`src/rtl/lock_pkg.sv`:
```
// Shared definitions for the keypad lock controller: state encoding,
// key widths and the keypad decode helper.
package lock_pkg;

  localparam int unsigned KEY_W     = 4;
  localparam int unsigned KEY_IDX_W = 2;
  localparam int unsigned STATE_W   = 3;

  typedef logic [STATE_W-1:0] state_t;

  localparam logic [2:0] ST_IDLE    = 3'd0;
  localparam logic [2:0] ST_ENTRY   = 3'd1;
  localparam logic [2:0] ST_CHECK   = 3'd2;
  localparam logic [2:0] ST_OPEN    = 3'd3;
  localparam logic [2:0] ST_FAIL    = 3'd4;
  localparam logic [2:0] ST_LOCKOUT = 3'd5;

  // Index of the lowest asserted key in an active-high key vector.
  function automatic logic [KEY_IDX_W-1:0] key_index(input logic [KEY_W-1:0] low);
    key_index = '0;
    for (int i = KEY_W - 1; i >= 0; i--) begin
      if (low[i]) key_index = KEY_IDX_W'(i);
    end
  endfunction

endpackage

```
`src/rtl/lock_ctrl_if.sv`:
```
// Keypad / code / status bundle between the lock controller and its host.
interface lock_ctrl_if #(
  parameter int unsigned CODE_LEN = 4
);
  import lock_pkg::*;

  logic [KEY_W-1:0]      key_n;
  logic [2*CODE_LEN-1:0] code_in;
  logic                  unlock;
  logic                  alarm;
  state_t                state;

  modport master (output key_n, output code_in,
                  input  unlock, input alarm, input state);
  modport slave  (input  key_n, input code_in,
                  output unlock, output alarm, output state);
endinterface

```
`src/rtl/lock_ctrl_key_event.sv`:
```
// Keypad sampler: registers the raw lines once and emits a one-cycle press
// pulse on an all-released -> any-pressed transition, with the decoded key.
module key_event
  import lock_pkg::*;
(
  input  logic                 clk,
  input  logic                 reset,
  input  logic [KEY_W-1:0]     key_n_i,
  output logic                 press_o,
  output logic [KEY_IDX_W-1:0] key_idx_o,
  output logic                 multi_o
);

  logic [KEY_W-1:0]     key_q;
  logic                 press_q,   press_d;
  logic [KEY_IDX_W-1:0] key_idx_q, key_idx_d;
  logic                 multi_q,   multi_d;
  logic [KEY_W-1:0]     low_c;

  // Edge detect and decode of the incoming keypad lines.
  always_comb begin
    low_c     = ~key_n_i;
    press_d   = (key_q == '1) && (key_n_i != '1);
    multi_d   = (low_c & (low_c - KEY_W'(1))) != '0;
    key_idx_d = key_index(low_c);
  end

  // Key register plus press pulse and latched decode.
  always_ff @(posedge clk) begin
    if (!reset) begin
      key_q     <= '1;
      press_q   <= 1'b0;
      key_idx_q <= '0;
      multi_q   <= 1'b0;
    end else begin
      key_q   <= key_n_i;
      press_q <= press_d;
      if (press_d) begin
        key_idx_q <= key_idx_d;
        multi_q   <= multi_d;
      end
    end
  end

  assign press_o   = press_q;
  assign key_idx_o = key_idx_q;
  assign multi_o   = multi_q;

endmodule

```
`src/rtl/lock_ctrl.sv`:
```
// Keypad code lock. Collects CODE_LEN presses, compares them with code_in
// and pulses unlock for OPEN_CYCLES on a match. Optional build macro
// LOCK_CTRL_LOCKOUT_EN adds a failed-tries counter and a LOCKOUT state that
// raises alarm and ignores keys for LOCK_CYCLES cycles.
module lock_ctrl
  import lock_pkg::*;
#(
  parameter int unsigned CODE_LEN       = 4,
  parameter int unsigned MAX_TRIES      = 3,
  parameter int unsigned OPEN_CYCLES    = 16,
  parameter int unsigned LOCK_CYCLES    = 1024,
  parameter int unsigned TIMEOUT_CYCLES = 4096
) (
  input  logic        clk,
  input  logic        reset,
  lock_ctrl_if.slave  bus
);

  localparam int unsigned CNT_W   = $clog2(CODE_LEN + 1);
  localparam int unsigned TMR_MAX_A = (OPEN_CYCLES > LOCK_CYCLES) ? OPEN_CYCLES : LOCK_CYCLES;
  localparam int unsigned TMR_MAX = (TMR_MAX_A > TIMEOUT_CYCLES) ? TMR_MAX_A : TIMEOUT_CYCLES;
  localparam int unsigned TMR_W   = $clog2(TMR_MAX + 1);

  logic                 press;
  logic [KEY_IDX_W-1:0] key_idx;
  logic                 key_multi;

  state_t               state_q,  state_d;
  logic [CNT_W-1:0]     count_q,  count_d;
  logic                 mism_q,   mism_d;
  logic [TMR_W-1:0]     tmr_q,    tmr_d;
  logic                 unlock_q, unlock_d;
  logic [KEY_IDX_W-1:0] digit_c;
  logic                 digit_miss_c;

`ifdef LOCK_CTRL_LOCKOUT_EN
  localparam int unsigned TRY_W = $clog2(MAX_TRIES + 1);
  logic [TRY_W-1:0]     tries_q,  tries_d;
  logic                 alarm_q,  alarm_d;
`else
  logic                 unused_cfg;
  assign unused_cfg = ^{32'(MAX_TRIES)};
`endif

  key_event u_key_event (
    .clk       (clk),
    .reset     (reset),
    .key_n_i   (bus.key_n),
    .press_o   (press),
    .key_idx_o (key_idx),
    .multi_o   (key_multi)
  );

  // Stored code digit expected for the next press.
  always_comb begin
    digit_c = '0;
    for (int i = 0; i < CODE_LEN; i++) begin
      if (count_q == CNT_W'(i)) digit_c = bus.code_in[KEY_IDX_W*i +: KEY_IDX_W];
    end
    digit_miss_c = key_multi || (key_idx != digit_c);
  end

  // Next-state and output logic.
  always_comb begin
    state_d  = state_q;
    count_d  = count_q;
    mism_d   = mism_q;
    tmr_d    = tmr_q;
`ifdef LOCK_CTRL_LOCKOUT_EN
    tries_d  = tries_q;
`endif
    case (state_q)
      ST_IDLE: begin
        count_d = '0;
        mism_d  = 1'b0;
        tmr_d   = '0;
        if (press) begin
          count_d = CNT_W'(1);
          mism_d  = digit_miss_c;
          state_d = (CODE_LEN == 1) ? ST_CHECK : ST_ENTRY;
        end
      end
      ST_ENTRY: begin
        if (press) begin
          mism_d  = mism_q | digit_miss_c;
          count_d = count_q + CNT_W'(1);
          tmr_d   = '0;
          if (count_q == CNT_W'(CODE_LEN - 1)) state_d = ST_CHECK;
        end else if (tmr_q == TMR_W'(TIMEOUT_CYCLES - 1)) begin
          tmr_d   = '0;
          state_d = ST_FAIL;
        end else begin
          tmr_d = tmr_q + TMR_W'(1);
        end
      end
      ST_CHECK: begin
        tmr_d   = '0;
        state_d = mism_q ? ST_FAIL : ST_OPEN;
      end
      ST_OPEN: begin
`ifdef LOCK_CTRL_LOCKOUT_EN
        tries_d = '0;
`endif
        if (tmr_q == TMR_W'(OPEN_CYCLES - 1)) begin
          tmr_d   = '0;
          state_d = ST_IDLE;
        end else begin
          tmr_d = tmr_q + TMR_W'(1);
        end
      end
      ST_FAIL: begin
        tmr_d   = '0;
        state_d = ST_IDLE;
`ifdef LOCK_CTRL_LOCKOUT_EN
        if (tries_q < TRY_W'(MAX_TRIES)) tries_d = tries_q + TRY_W'(1);
        if (tries_d == TRY_W'(MAX_TRIES)) state_d = ST_LOCKOUT;
`endif
      end
`ifdef LOCK_CTRL_LOCKOUT_EN
      ST_LOCKOUT: begin
        if (tmr_q == TMR_W'(LOCK_CYCLES - 1)) begin
          tmr_d   = '0;
          tries_d = '0;
          state_d = ST_IDLE;
        end else begin
          tmr_d = tmr_q + TMR_W'(1);
        end
      end
`endif
      default: begin
        tmr_d   = '0;
        state_d = ST_IDLE;
      end
    endcase

    // Every return to IDLE starts the next entry from a clean slate.
    if (state_d == ST_IDLE) begin
      count_d = '0;
      mism_d  = 1'b0;
    end

    unlock_d = (state_d == ST_OPEN);
`ifdef LOCK_CTRL_LOCKOUT_EN
    alarm_d  = (state_d == ST_LOCKOUT);
`endif
  end

  // State and output registers.
  always_ff @(posedge clk) begin
    if (!reset) begin
      state_q  <= ST_IDLE;
      count_q  <= '0;
      mism_q   <= 1'b0;
      tmr_q    <= '0;
      unlock_q <= 1'b0;
`ifdef LOCK_CTRL_LOCKOUT_EN
      tries_q  <= '0;
      alarm_q  <= 1'b0;
`endif
    end else begin
      state_q  <= state_d;
      count_q  <= count_d;
      mism_q   <= mism_d;
      tmr_q    <= tmr_d;
      unlock_q <= unlock_d;
`ifdef LOCK_CTRL_LOCKOUT_EN
      tries_q  <= tries_d;
      alarm_q  <= alarm_d;
`endif
    end
  end

  assign bus.unlock = unlock_q;
  assign bus.state  = state_q;
`ifdef LOCK_CTRL_LOCKOUT_EN
  assign bus.alarm  = alarm_q;
`else
  assign bus.alarm  = 1'b0;
`endif

endmodule

```
`src/flat_wrapper.sv`:
```
// flat-port wrapper written by rule: the top's interface ports become plain ports
module lock_ctrl_flat import lock_pkg::*;
#(
  parameter int unsigned CODE_LEN       = 4,
  parameter int unsigned MAX_TRIES      = 3,
  parameter int unsigned OPEN_CYCLES    = 16,
  parameter int unsigned LOCK_CYCLES    = 1024,
  parameter int unsigned TIMEOUT_CYCLES = 4096
)
  (clk, reset, bus_key_n, bus_code_in, bus_unlock, bus_alarm, bus_state);
  lock_ctrl_if #(.CODE_LEN(CODE_LEN)) bus_i ();
  input  logic clk;
  input  logic reset;
  input wire logic [$bits(bus_i.key_n)-1:0] bus_key_n;
  input wire logic [$bits(bus_i.code_in)-1:0] bus_code_in;
  output wire logic [$bits(bus_i.unlock)-1:0] bus_unlock;
  output wire logic [$bits(bus_i.alarm)-1:0] bus_alarm;
  output wire logic [$bits(bus_i.state)-1:0] bus_state;
  assign bus_i.key_n = bus_key_n;
  assign bus_i.code_in = bus_code_in;
  assign bus_unlock = bus_i.unlock;
  assign bus_alarm = bus_i.alarm;
  assign bus_state = bus_i.state;
  lock_ctrl #(.CODE_LEN(CODE_LEN), .MAX_TRIES(MAX_TRIES), .OPEN_CYCLES(OPEN_CYCLES), .LOCK_CYCLES(LOCK_CYCLES), .TIMEOUT_CYCLES(TIMEOUT_CYCLES)) u_core (.clk(clk), .reset(reset), .bus(bus_i));
endmodule
```
`config.mk`:
```
export PLATFORM = sky130hd
export DESIGN_NAME = lock_ctrl_flat
export DESIGN_NICKNAME = d
export VERILOG_FILES = /design/src/rtl/lock_pkg.sv /design/src/rtl/lock_ctrl_if.sv /design/src/rtl/lock_ctrl_key_event.sv /design/src/rtl/lock_ctrl.sv /design/src/flat_wrapper.sv
export SDC_FILE = /design/constraint.sdc
export NUM_CORES = 1
export LEC_CHECK = 0
export CAP_MARGIN = 5
export CORE_MARGIN = 3
export CORE_UTILIZATION = 48
export DETAILED_ROUTE_END_ITERATION = 10
export GPL_TIMING_DRIVEN = 0
export PLACE_DENSITY = 0.79
export SETUP_SLACK_MARGIN = 0.05
export SYNTH_ARGS = -nofsm -noshare
export SYNTH_HDL_FRONTEND = slang
export SYNTH_HIERARCHICAL = 1
export SYNTH_SLANG_ARGS = --single-unit
```
`constraint.sdc`:
```
create_clock -name clk -period 2.2 [get_ports clk]
set_clock_uncertainty 0.2 [all_clocks]
set_input_delay 0.44 -clock clk [delete_from_list [all_inputs] [get_ports clk]]
set_output_delay 0.44 -clock clk [all_outputs]
set_load 0.005 [all_outputs]
```
==> flow_summary.ini <==
[worst_setup_path]
cp_data_required_time_ns = 2.20
max_stage_delay_ns = 0.53
worstPathMaxFanout = 5
critPathLaunchType = flop
ff2ff_path_depth = 7
critical_path.top_delay_family = simple AND/OR/NAND/NOR gates
worstSetupPathType = reg -> reg
r2r_setup_slack_ns = 0.09
path_buf_inv = 1
r2r-start = u_core/tmr_q[0]
path_cells = ha_4, nand4_1, or4_4, o21a_1, o21ai_4, buf_6, nor2_2
arrival_ns = 2.11
slowest_stage = or4_4
r2r_end = u_core/tmr_q[10]
endpoint_kind = flop

[synthesis]
syn_nets = 188
ys.flop_type = dfxtp_1
synthAdderAreaFrac_pct = 5.20
synth-seq-area-share_pct = 40.2
synth-xor-area-share_pct = 7.29
synth_top_area_cell = dfxtp_1
synth_top_family_by_area = simple AND/OR/NAND/NOR gates
synth_commonest_cells = 29 x dfxtp_1, 24 x nor2_1, 15 x nand2_1
async_reset_ff_share_pct = 0
synth-compound-area-share_pct = 16.0
synth_area_um2 = 1440
synth_enable_flop_cells = 0
synth_cell_types = 43
synthMuxAreaShare_pct = 0
synth_top_area_share_pct = 40.2
syn_avg_cell_area_um2 = 8.59
synth.most_common_cell = dfxtp_1
yosys_register_bits = 29
yosys-top-cells-area = dfxtp_1 40%, nor2_1 6.2%, xnor2_1 5.5%
yosys_warnings = 6
synth_simple_gate_area_share_pct = 26.8
synth_cells = 168

[power_and_ir_drop]
power-per-cell-area_nw_per_um2 = 526
vdd_ir_drop_max_v = 0.000370
p_leak_nw = 0.632

[clock_tree]
cts_tree = done
htreeDepth = 2
insertion_delay_ns = 0.32
cts_num_sinks = 29
cts.clk_slew.worst_paths_ns = 0.09
cts_buffer_depth = 2
cts-root-buf = clkbuf_4
cts_made_buffers = 5

[run]
maxCapViolCount = 0

[drt]
drc = 0
drt_first_iter_violations = 52
post_drt_wl_per_cell_um = 13.5
drt_first_pass_iters = 4
vias = 1276
vias_per_cell = 5.57
ant_nets = 0
wl_um = 3090

[min_path]
min_path_type = reg -> reg
worstHoldPathCells = 2
hold_path_startpoint = u_core/u_key_event/multi_o
min_to = u_core/u_key_event/multi_o

[global_routing]
antenna_found_initial = 0
top_usage_layer = met2
grtUsageMet3_pct = 6.38
met2_usage_pct = 33.3
grt_overflow = 0
grt_use_total_pct = 18.3
grt_pass1_wl_um = 4900
grt_start_max_net_pins = 12
gr-usage-met1_pct = 19.2
first_global_vias = 1150

[placement]
place_congestion = 0.824
hpwl_um = 2150
dpl_cell_area_um2 = 1650
io_buffers = 17

[timing]
fmaxAchievable_ghz = 0.475
timing.final.crit_share_pct = 95.7
tns_ns = 0
final_max_slew_viol_count = 0
timing.final.crit_period_ns = 2.11
rsz0062_at_grt = yes
finalHoldViolations = 0
setup_viol = 0

[floorplanning]
num_rows = 19
start_util_pct = 51.4
die_area_um2 = 3700
io_pins = 19
die_w_um = 60.8
die_h_um = 60.8
core_area_um2 = 2810

[final_layout]
drive_above_1_share_pct = 14.1
diodes = 0
fillerInstances = 253
ff_latch_area_um2 = 586
final_nets = 217
syn2layout_area_growth_pct = 24.1
fin_area_um2 = 1790
multi_input_area_um2 = 846

[outcome]
outcome = completed
## logic make-up after synthesis
| logic type | count (synthesis) |
|---|---|
| buffers and inverters | 13 |
| DFF | 29 |
| xor gates and xnor gates | 12 |
| other | 1 |
| AOI/OAI and AO/OA | 34 |
| adders and majority gates | 6 |
| and+or+nand+nor | 73 |
## tightest hold or removal path, delay by kind of cell, from the launching register on
kind / cells / cell delay [ns]
flops: 1 / 0.32
compound gates: 2 / 0.13
## final cells by class
cell class | instances | area share [%]
inverter | 9 | 1.89
tap | 31 | 2.17
buffer | 4 | 1.47
timing repair buffer | 22 | 11.8
multi-input combinational | 126 | 47.2
sequential | 29 | 32.7
clock buffer | 8 | 2.73
## stage by stage
| step | setup WS [ns] | total power [mW] | std cells | hold slack (ns) | utilization [%] |
|---|---|---|---|---|---|
| floorplan | 0.197 | 0.610 | 168 | 0.226 | - |
| global placement | 0.0618 | 0.650 | 216 | 0.239 | 58.9 |
| detailed placement | 0.0118 | 0.655 | 216 | 0.254 | 58.9 |
| CTS | 0.0532 | 0.950 | 225 | 0.276 | 61.0 |
| global route | 0.0169 | 0.996 | 229 | 0.303 | 63.8 |
| finish | 0.0938 | 0.941 | 229 | 0.293 | 63.8 |
## per-layer routing
| layer | up-vias | share of wire, % |
|---|---|---|
| met2 | 27 | 52 |
| met1 | 595 | 41 |
| li1 | 647 | - |
| met5 | - | 0 |
| met4 | 0 | 2.0 |
| met3 | 7 | 4.5 |
## layout by cell type (no fill, tap or decap), drive strengths merged, types with 5 or more instances in the layout
master,instances
clkbuf,10
inv,9
xnor2,9
clkdlybuf4s50,17
a21oi,9
nand4,6
nand2,15
ha,6
dfxtp,29
nor3,5
buf,7
o21ai,7
nor2,24
## timing repair
item                                    4_1_cts  5_1_grt
gates cloned                                  0        1
endpoints found under the setup margin       10       13
resized for setup                             1       14
pin swaps                                     1        4
setup buffers                                 1        3
hold buffers                                  0        0
## worst max-delay path by stage
stage	start	end	slack [ns]	depth (start not counted)
3_3_place_gp	bus_code_in[1]	u_core/mism_q	0.06	6
6_report	u_core/tmr_q[0]	u_core/tmr_q[10]	0.09	7
5_1_grt	u_core/tmr_q[0]	u_core/tmr_q[6]	0.02	7
3_5_place_dp	u_core/tmr_q[0]	u_core/tmr_q[10]	0.01	7
4_1_cts	u_core/tmr_q[0]	u_core/tmr_q[10]	0.05	7
2_1_floorplan	u_core/tmr_q[0]	u_core/tmr_q[10]	0.20	7
## report_power, final
part           internal, mW  leakage [nW]  switching, mW
logic                0.0563         0.369         0.0486
clock network         0.127        0.0265          0.164
registers             0.536         0.237        0.00935
total                 0.719         0.632          0.222
## state kept, by name (all words and copies together), names as in the netlist
signal                        cells
u_core/u_key_event/key_q          4
u_core/tmr_q                     13
u_core/count_q                    3
u_core/bus.unlock                 1
u_core/mism_q                     1
u_core/u_key_event/key_idx_o      2
u_core/u_key_event/multi_o        1
u_core/bus.state                  3
u_core/u_key_event/press_o        1
(Power assumes the default switching activity.)
